[src/rtl/add_share_pkg.sv]
// Shared types and constants for the add_share_arbiter block.
package add_share_pkg;

    typedef enum logic [1:0] {
        IDLE = 2'd0,
        CALC = 2'd1,
        RESP = 2'd2
    } state_e;

    localparam int STATS_W = 16;

endpackage

[src/rtl/add_share_arbiter_rca.sv]
// Parameterised ripple-carry adder (fulladd4 generalised to WIDTH bits).
module rca_adder #(
    parameter int WIDTH = 4
) (
    input  logic [WIDTH-1:0] a_i,
    input  logic [WIDTH-1:0] b_i,
    input  logic             cin_i,
    output logic [WIDTH-1:0] sum_o,
    output logic             cout_o
);

    always_comb begin
        logic [WIDTH:0] carry;
        carry    = '0;
        carry[0] = cin_i;
        sum_o    = '0;
        for (int i = 0; i < WIDTH; i++) begin
            sum_o[i]     = a_i[i] ^ b_i[i] ^ carry[i];
            carry[i + 1] = (a_i[i] & b_i[i]) | (carry[i] & (a_i[i] ^ b_i[i]));
        end
        cout_o = carry[WIDTH];
    end

endmodule

[src/rtl/add_share_arbiter.sv]
// Round-robin arbiter sharing one rca_adder among N_REQ requesters (IDLE/CALC/RESP).
// Optional grant counter output enabled by defining ADD_SHARE_STATS_EN.
module add_share_arbiter
    import add_share_pkg::*;
#(
    parameter  int N_REQ = 4,
    parameter  int WIDTH = 4,
    localparam int IDW   = (N_REQ > 1) ? $clog2(N_REQ) : 1
) (
    input  logic                   clk_i,
    input  logic                   reset_ni,
    input  logic [N_REQ-1:0]       req_valid_i,
    output logic [N_REQ-1:0]       req_ready_o,
    input  logic [N_REQ*WIDTH-1:0] req_a_i,
    input  logic [N_REQ*WIDTH-1:0] req_b_i,
    input  logic [N_REQ-1:0]       req_cin_i,
    output logic                   resp_valid_o,
    input  logic                   resp_ready_i,
    output logic [WIDTH-1:0]       resp_sum_o,
    output logic                   resp_cout_o,
    output logic [IDW-1:0]         resp_id_o
`ifdef ADD_SHARE_STATS_EN
    ,
    output logic [STATS_W-1:0]     grant_cnt_o
`endif
);

    state_e           state_q, state_d;
    logic [IDW-1:0]   rr_ptr_q, rr_ptr_d;
    logic [IDW-1:0]   id_q, id_d;
    logic [WIDTH-1:0] a_q, a_d, b_q, b_d;
    logic             cin_q, cin_d;
    logic             resp_valid_q, resp_valid_d;
    logic [WIDTH-1:0] resp_sum_q, resp_sum_d;
    logic             resp_cout_q, resp_cout_d;
    logic [IDW-1:0]   resp_id_q, resp_id_d;

    logic             gnt_found;
    logic [IDW-1:0]   gnt_idx;
    logic [WIDTH-1:0] add_sum;
    logic             add_cout;

    rca_adder #(.WIDTH(WIDTH)) u_rca_adder (
        .a_i    (a_q),
        .b_i    (b_q),
        .cin_i  (cin_q),
        .sum_o  (add_sum),
        .cout_o (add_cout)
    );

    // First valid requester scanning upward from rr_ptr, wrapping at N_REQ.
    always_comb begin
        logic [IDW-1:0] k;
        gnt_found = 1'b0;
        gnt_idx   = '0;
        k         = '0;
        for (int i = 0; i < N_REQ; i++) begin
            k = IDW'((int'(rr_ptr_q) + i) % N_REQ);
            if (!gnt_found && req_valid_i[k]) begin
                gnt_found = 1'b1;
                gnt_idx   = k;
            end
        end
    end

    always_comb begin
        req_ready_o = '0;
        if (reset_ni && (state_q == IDLE) && gnt_found) begin
            req_ready_o[gnt_idx] = 1'b1;
        end
    end

    always_comb begin
        state_d      = state_q;
        rr_ptr_d     = rr_ptr_q;
        id_d         = id_q;
        a_d          = a_q;
        b_d          = b_q;
        cin_d        = cin_q;
        resp_valid_d = resp_valid_q;
        resp_sum_d   = resp_sum_q;
        resp_cout_d  = resp_cout_q;
        resp_id_d    = resp_id_q;
        case (state_q)
            IDLE: begin
                if (gnt_found) begin
                    id_d    = gnt_idx;
                    a_d     = WIDTH'(req_a_i >> (int'(gnt_idx) * WIDTH));
                    b_d     = WIDTH'(req_b_i >> (int'(gnt_idx) * WIDTH));
                    cin_d   = req_cin_i[gnt_idx];
                    state_d = CALC;
                end
            end
            CALC: begin
                resp_sum_d   = add_sum;
                resp_cout_d  = add_cout;
                resp_id_d    = id_q;
                resp_valid_d = 1'b1;
                state_d      = RESP;
            end
            RESP: begin
                if (resp_ready_i) begin
                    resp_valid_d = 1'b0;
                    rr_ptr_d     = (id_q == IDW'(N_REQ - 1)) ? '0 : id_q + 1'b1;
                    state_d      = IDLE;
                end
            end
            default: state_d = IDLE;
        endcase
    end

    always_ff @(posedge clk_i) begin
        if (!reset_ni) begin
            state_q      <= IDLE;
            rr_ptr_q     <= '0;
            resp_valid_q <= 1'b0;
            resp_sum_q   <= '0;
            resp_cout_q  <= 1'b0;
            resp_id_q    <= '0;
        end else begin
            state_q      <= state_d;
            rr_ptr_q     <= rr_ptr_d;
            resp_valid_q <= resp_valid_d;
            resp_sum_q   <= resp_sum_d;
            resp_cout_q  <= resp_cout_d;
            resp_id_q    <= resp_id_d;
        end
    end

    // Captured operands only matter after a grant, so they carry no reset.
    always_ff @(posedge clk_i) begin
        id_q  <= id_d;
        a_q   <= a_d;
        b_q   <= b_d;
        cin_q <= cin_d;
    end

    assign resp_valid_o = resp_valid_q;
    assign resp_sum_o   = resp_sum_q;
    assign resp_cout_o  = resp_cout_q;
    assign resp_id_o    = resp_id_q;

`ifdef ADD_SHARE_STATS_EN
    logic [STATS_W-1:0] grant_cnt_q, grant_cnt_d;

    always_comb begin
        grant_cnt_d = grant_cnt_q;
        if ((state_q == IDLE) && gnt_found && (grant_cnt_q != '1)) begin
            grant_cnt_d = grant_cnt_q + 1'b1;
        end
    end

    always_ff @(posedge clk_i) begin
        if (!reset_ni) begin
            grant_cnt_q <= '0;
        end else begin
            grant_cnt_q <= grant_cnt_d;
        end
    end

    assign grant_cnt_o = grant_cnt_q;
`endif

endmodule

[config.mk]
export PLATFORM = sky130hd
export DESIGN_NAME = add_share_arbiter
export DESIGN_NICKNAME = d
export VERILOG_FILES = /design/src/rtl/add_share_pkg.sv /design/src/rtl/add_share_arbiter_rca.sv /design/src/rtl/add_share_arbiter.sv
export SDC_FILE = /design/constraint.sdc
export NUM_CORES = 1
export LEC_CHECK = 0
export CAP_MARGIN = 20
export CELL_PAD_IN_SITES_DETAIL_PLACEMENT = 1
export CELL_PAD_IN_SITES_GLOBAL_PLACEMENT = 2
export CORE_MARGIN = 5
export CORE_UTILIZATION = 26
export DETAILED_ROUTE_END_ITERATION = 7
export HOLD_SLACK_MARGIN = 0.12
export PLACE_DENSITY = 0.78
export SYNTH_ARGS = -nofsm -noshare
export SYNTH_HDL_FRONTEND = slang
export SYNTH_SLANG_ARGS = --single-unit
[constraint.sdc]
create_clock -name clk_i -period 2.3 [get_ports clk_i]
set_input_delay 0.23 -clock clk_i [delete_from_list [all_inputs] [get_ports clk_i]]
set_output_delay 0.23 -clock clk_i [all_outputs]
set_load 0.03 [all_outputs]
# [Yosys cells after proc, flatten, opt, wreduce, memory -nomap -nowiden]
# Index checks and enable logic that the tools add are counted.
[totals] regBits=23 wordCells=89
[classes] add_sub_neg=4 magnitude_cmp=6 eq_ne=5 shifts=2 n_mux=27 n_bitwise=20 n_reduce_logical=15
[op_table] cell="$shr A16 B4 Y4" n=2
[op_table] cell="$lt A2 B3 Y1 const B" n=5
[op_table] cell="$mux W2" n=7
[op_table] cell="$mux W1" n=11
[op_table] cell="$bmux W1 S2" n=5
[op_table] cell="$and A1 B1 Y1" n=8
[op_table] cell="$reduce_and A2 Y1" n=4
[op_table] cell="$xor A1 B1 Y1" n=8
[op_table] cell="$logic_and A1 B1 Y1" n=6
[op_table] cell="$pmux W2 S3" n=1
[op_table] cell="$add A2 B1 Y2 const B" n=2
[op_table] cell="$add A2 B2 Y2 const B" n=2
[op_table] cell="$eq A2 B2 Y1 const B" n=2
[op_table] cell="$mux W4" n=1
[op_table] cell="$ne A2 B2 Y1 const B" n=2
[op_table] cell="$or A1 B1 Y1" n=4
[op_table] cell="$logic_not A1 Y1" n=3
[op_table] cell="$demux W1 S2" n=1
[op_table] cell="$eq A2 B1 Y1 const B" n=1
[op_table] cell="$ge A2 B1 Y1 const B" n=1
[op_table] cell="$logic_not A2 Y1" n=1
[op_table] cell="$pmux W1 S2" n=1
[op_table] cell="$reduce_bool A2 Y1" n=1

# [Logic depth before layout (Yosys ltp)]
[logic_depth] ltp_word=17 mapped_depth=9 ltp_nobuf=9

# [Modules after synthesis]
# From an unflattened synthesis, not the netlist that was laid out.
[unflattened] cells_unflattened=181 hier_area_um2=1597.8
[by_module_without_submodules] mod="add_share_arbiter" instances=1 cells_each=167 area_per_inst_um2=1480.2 seq_area_each_um2=570.5
[by_module_without_submodules] mod="rca_adder" instances=1 cells_each=14 area_per_inst_um2=117.6 seq_area_each_um2=0.0

# [Worst setup path before layout]
# Ideal clock, no wire load.
[synth_path] kind="reg2out" startpoint="register state_q[1]" endpoint="output port req_ready_o[0]" arrival_ps=2183 path_slack_ps=-113 path_stages_with_launch=4 path_cell_list="dfxtp_1 -> nor3_1 -> nand2_1 -> nor3_1"
[synth_between] elab_chain_len=4
[synth_lines] item="start: declaration" line_no="add_share_arbiter.sv:28" rtl="state_e state_q, state_d;"
[synth_lines] item="start signal: assignment" line_no="add_share_arbiter.sv:121" rtl="state_q <= state_d;"
[synth_lines] item="$logic_not A2 Y1" line_no="add_share_arbiter.sv:68" rtl="if (reset_ni && (state_q == IDLE) && gnt_found) begin"
[synth_lines] item="$logic_and A1 B1 Y1 (2 in series)" line_no="add_share_arbiter.sv:68"
[synth_lines] item="$mux W4" line_no="add_share_arbiter.sv:68"
[synth_lines] item="end: declaration" line_no="add_share_arbiter.sv:13" rtl="output logic [N_REQ-1:0] req_ready_o,"
# Every way passes these cells.

# [Final worst setup path]
[layout_path] startpoint="input port req_valid_i[1]" endpoint="output port req_ready_o[1]"
[layout_between] elab_chain_len=17 elab_cells_between_ends=29 classes_between="2 x order compare; 19 x mux; 8 x reduce/logical"
[layout_lines] item="start: declaration" line_no="add_share_arbiter.sv:12" rtl="input logic [N_REQ-1:0] req_valid_i,"
[layout_lines] item="$bmux W1 S2" line_no="add_share_arbiter.sv:59" rtl="if (!gnt_found && req_valid_i[k]) begin"
[layout_lines] item="$mux W1 (not written as such)" line_no="add_share_arbiter.sv:59"
[layout_lines] item="$mux W1" line_no="add_share_arbiter.sv:59"
[layout_lines] item="$logic_not A1 Y1" line_no="add_share_arbiter.sv:59"
[layout_lines] item="$logic_and A1 B1 Y1" line_no="add_share_arbiter.sv:59"
[layout_lines] item="$mux W1" line_no="add_share_arbiter.sv:59"
[layout_lines] item="$logic_not A1 Y1" line_no="add_share_arbiter.sv:59"
[layout_lines] item="$logic_and A1 B1 Y1" line_no="add_share_arbiter.sv:59"
[layout_lines] item="$mux W1" line_no="add_share_arbiter.sv:59"
[layout_lines] item="$logic_not A1 Y1" line_no="add_share_arbiter.sv:59"
[layout_lines] item="$logic_and A1 B1 Y1" line_no="add_share_arbiter.sv:59"
[layout_lines] item="$mux W2" line_no="add_share_arbiter.sv:59"
[layout_lines] item="$lt A2 B3 Y1 (not written as such) / $ge A2 B1 Y1 (equally long branches)" line_no="add_share_arbiter.sv:69" rtl="req_ready_o[gnt_idx] = 1'b1;"
[layout_lines] item="$logic_and A1 B1 Y1 (not written as such)" line_no="add_share_arbiter.sv:69"
[layout_lines] item="$mux W1 (not written as such)" line_no="add_share_arbiter.sv:69"
[layout_lines] item="$demux W1 S2" line_no="add_share_arbiter.sv:69"
[layout_lines] item="$mux W4 *" line_no="add_share_arbiter.sv:68"
# Mark *: on every way between the ends. The rest lies on a longest branch, timed or not. The select of a mux whose other input is x is not followed.

==> run metrics <==
synth top area cells edfxtp_1, dfxtp_1, nand3_1; Clock Sink Count 23; worst-case headroom to the max-slew limit 69.5%; Worst EP arrival 1.94 ns; worst setup path category in -> out; wirelength, routed 4.53 mm; number of clock buffers inserted by TritonCTS 3; family with the most delay on the worst path simple AND/OR/NAND/NOR gates; slowest stage cell on the critical path clkdlybuf4s50_1; delay contributed by the slowest stage of the critical path 0.52 ns; count of antenna diodes in the layout 0; path type of the worst min-delay path reg -> reg; starting DRC count in detailed routing 35; capture instance of the worst register-to-register path resp_sum_o[3]; run status completed; layout cell share with drive strength beyond 1 around an eighth; max capacitance violation total 0; Internal Dissipation 0.849 mW; Cell Chain, Critical Path clkdlybuf4s50_1, nor2b_1, or4_1, and2_1, nor3_1, buf_4; final setup fails 0; worst hold-check slack between 0.5 and 0.6 ns; maximum count of clock buffers along a single path 2; worst min-delay path endpoint resp_sum_o[3]; clock-pin slew on the worst setup and hold paths 0.08 ns; hold_buf cts 0; average size of a mapped cell 9.30 um2; buffers inserted during post-CTS setup optimization 0; number of antenna violations at the first check in global routing 0; Post-synth top flop dfxtp_1; combined buffer and inverter count along the critical path 2; vertical extent of the die approximately 88 um; final routed DRC violation total 0; Final Max Slew Viols 0; residual overflow from global routing 0; unrepaired setup endpoints after global routing false; crit path capture type primary output; ratio of total power to cell area about 550 mW/mm2; minimum clock period after layout 2.17 ns; cell at the root of the clock tree clkbuf_8; Pre-Repair DR Iteration Count 4; Final Net Count 273; detailed placement HPWL 3.55 mm; TritonCTS clock tree done; proportion of power drawn by flip-flops and latches 43.0%; overall power consumption 1.24 mW; register bit total from synthesis 23; Boundary Pins 55; WP data required 2.07 ns; commonest non-fill, non-tap cell in the layout clkdlybuf4s50_1; number of vias per cell after detailed routing 4.99; fraction of power consumed by the clock network around 21%; post-cts resize count 0; sequential share of the synthesized area about 36%; leakage power total between 0.8 and 0.9 nW; combined area of the multi-input logic cells a little under 900 um2; global-route wire length before repair 7.30 mm; synthesis warning total 0; die footprint 0.00774 mm2; Netlist cell types 30; Reg2Reg Setup Slack between 0.15 and 0.2 ns; R2R cell count 9; worst clock skew 0.00564 ns; proportion of total power due to net switching 31.3%; Synth Net Count roughly 220; Switch Pwr 0.387 mW; power share of the combinational group 36.3%; Highest Clock Rate around 460 MHz; clock network latency to the later pin of the worst-skew pair 0.27 ns; core region area 0.00592 mm2; area grow syn2layout 43.0%; share of the synthesized area in the top cell type 20.9%; setup tns final 0 ns; number of flops mapped to enable cells by yosys 11; final hold violation count 0; Port Buffer Count 54; asr flop ratio synth 0%; number of H-tree levels 1; IR drop worst, VDD 0.000272 V; routed length per instance roughly 15 um; Final Cycle Share 94.5%; area of the mapped netlist 0.00158 mm2; post-synthesis cell type with the largest combined area edfxtp_1; Site Rows 28; largest fanout of any net on the critical path 4; routed vias roughly 1,500; number of logic stages on the critical path including buffering 6; GRT Util Overall 12.2%; number of fillers in the final layout a little under 700; global placement routability congestion 0.744; highest-count cells in the layout ignoring fill and taps clkdlybuf4s50_1, nand3_1, buf_4; WHS Path Cells 1; via count of the first global-routing pass approximately 1,500; starting density of the core 26.7%; sequential cell area in the final layout 571 um2; transition time at the pin with the least slew margin 0.454 ns; largest net degree at the start of global routing 28; CP startpoint kind input port; chip width 88.0 um; startpoint of the tightest hold check path resp_sum_o[3]; number of antenna-violating nets in the routed design 0; launch point of the worst reg-to-reg path a_q[0]; gate count after technology mapping 170
worst max-delay path by stage:
stage | startpoint | end
after floorplan | rr_ptr_q[0] | req_ready_o[0]
after global placement | req_valid_i[1] | a_q[2]
after detailed placement | a_q[0] | resp_sum_o[3]
after CTS | a_q[0] | resp_sum_o[3]
after global routing | req_valid_i[1] | req_ready_o[3]
final | req_valid_i[1] | req_ready_o[1]
Yosys cell counts (3+ instances only):
cell type	instances
a221oi_1	9
a21bo_1	4
nand3_1	18
nor3b_1	10
nor2b_1	11
nand2_1	15
dfxtp_1	12
buf_1	3
fa_1	4
nor3_1	6
buf_6	3
nor4_1	10
o211a_1	4
a32oi_1	9
edfxtp_1	11
buf_2	5
a21bo_2	5
clkbuf_1	5
mux2i_1	5
inv_1	10
power groups by stage:
stage / combinational, mW / clock [mW] / sequential [mW]
2_1_floorplan: 0.227 / 0 / 0.571
3_3_place_gp: 0.445 / 0 / 0.539
3_5_place_dp: 0.454 / 0 / 0.541
4_1_cts: 0.456 / 0.270 / 0.532
5_1_grt: 0.499 / 0.281 / 0.539
6_report: 0.449 / 0.256 / 0.531
cell type report:
class	count	share of cell area, %
clock buffers	4	1.99
flip-flops and latches	23	25.2
well taps	75	4.15
inverters	10	1.66
multi-input cells	121	39.5
repair buffers	66	27.4
per-layer routing:
metal / global-route usage [%] / routed length [um] / up-vias
met3: 1.69 / 225 / 5
met1: 16.6 / 2100 / 708
li1: - / - / 747
met4: 4.60 / 72 / 0
met5: 0 / 0 / -
met2: 19.5 / 2130 / 32
flip-flops by register name, indices dropped and copies added, names as in the netlist:
signal / flops
cin_q: 1
resp_id_o: 2
resp_sum_o: 4
a_q: 4
rr_ptr_q: 2
resp_valid_o: 1
resp_cout_o: 1
b_q: 4
id_q: 2
state_q: 2
cell families after synthesis:
kind of cell | after synthesis | synth area share, %
compound gates | 35 | 20.0
fa+ha+maj | 5 | 5.85
buf+inv | 26 | 7.99
flops | 23 | 36.1
mux | 5 | 3.16
simple gates | 76 | 26.9
per-stage QoR:
step / std cells / util (%) / instance area, um2 / worst slack (ns)
floorplan: 170 / - / 1590 / 0.0598
global placement: 295 / 37.4 / 2210 / 0.119
detailed placement: 295 / 37.4 / 2210 / 0.109
CTS: 299 / 38.1 / 2260 / 0.0885
global route: 299 / 38.2 / 2260 / 0.00322
finish: 299 / 38.2 / 2260 / 0.127
(Power assumes the default switching activity.)
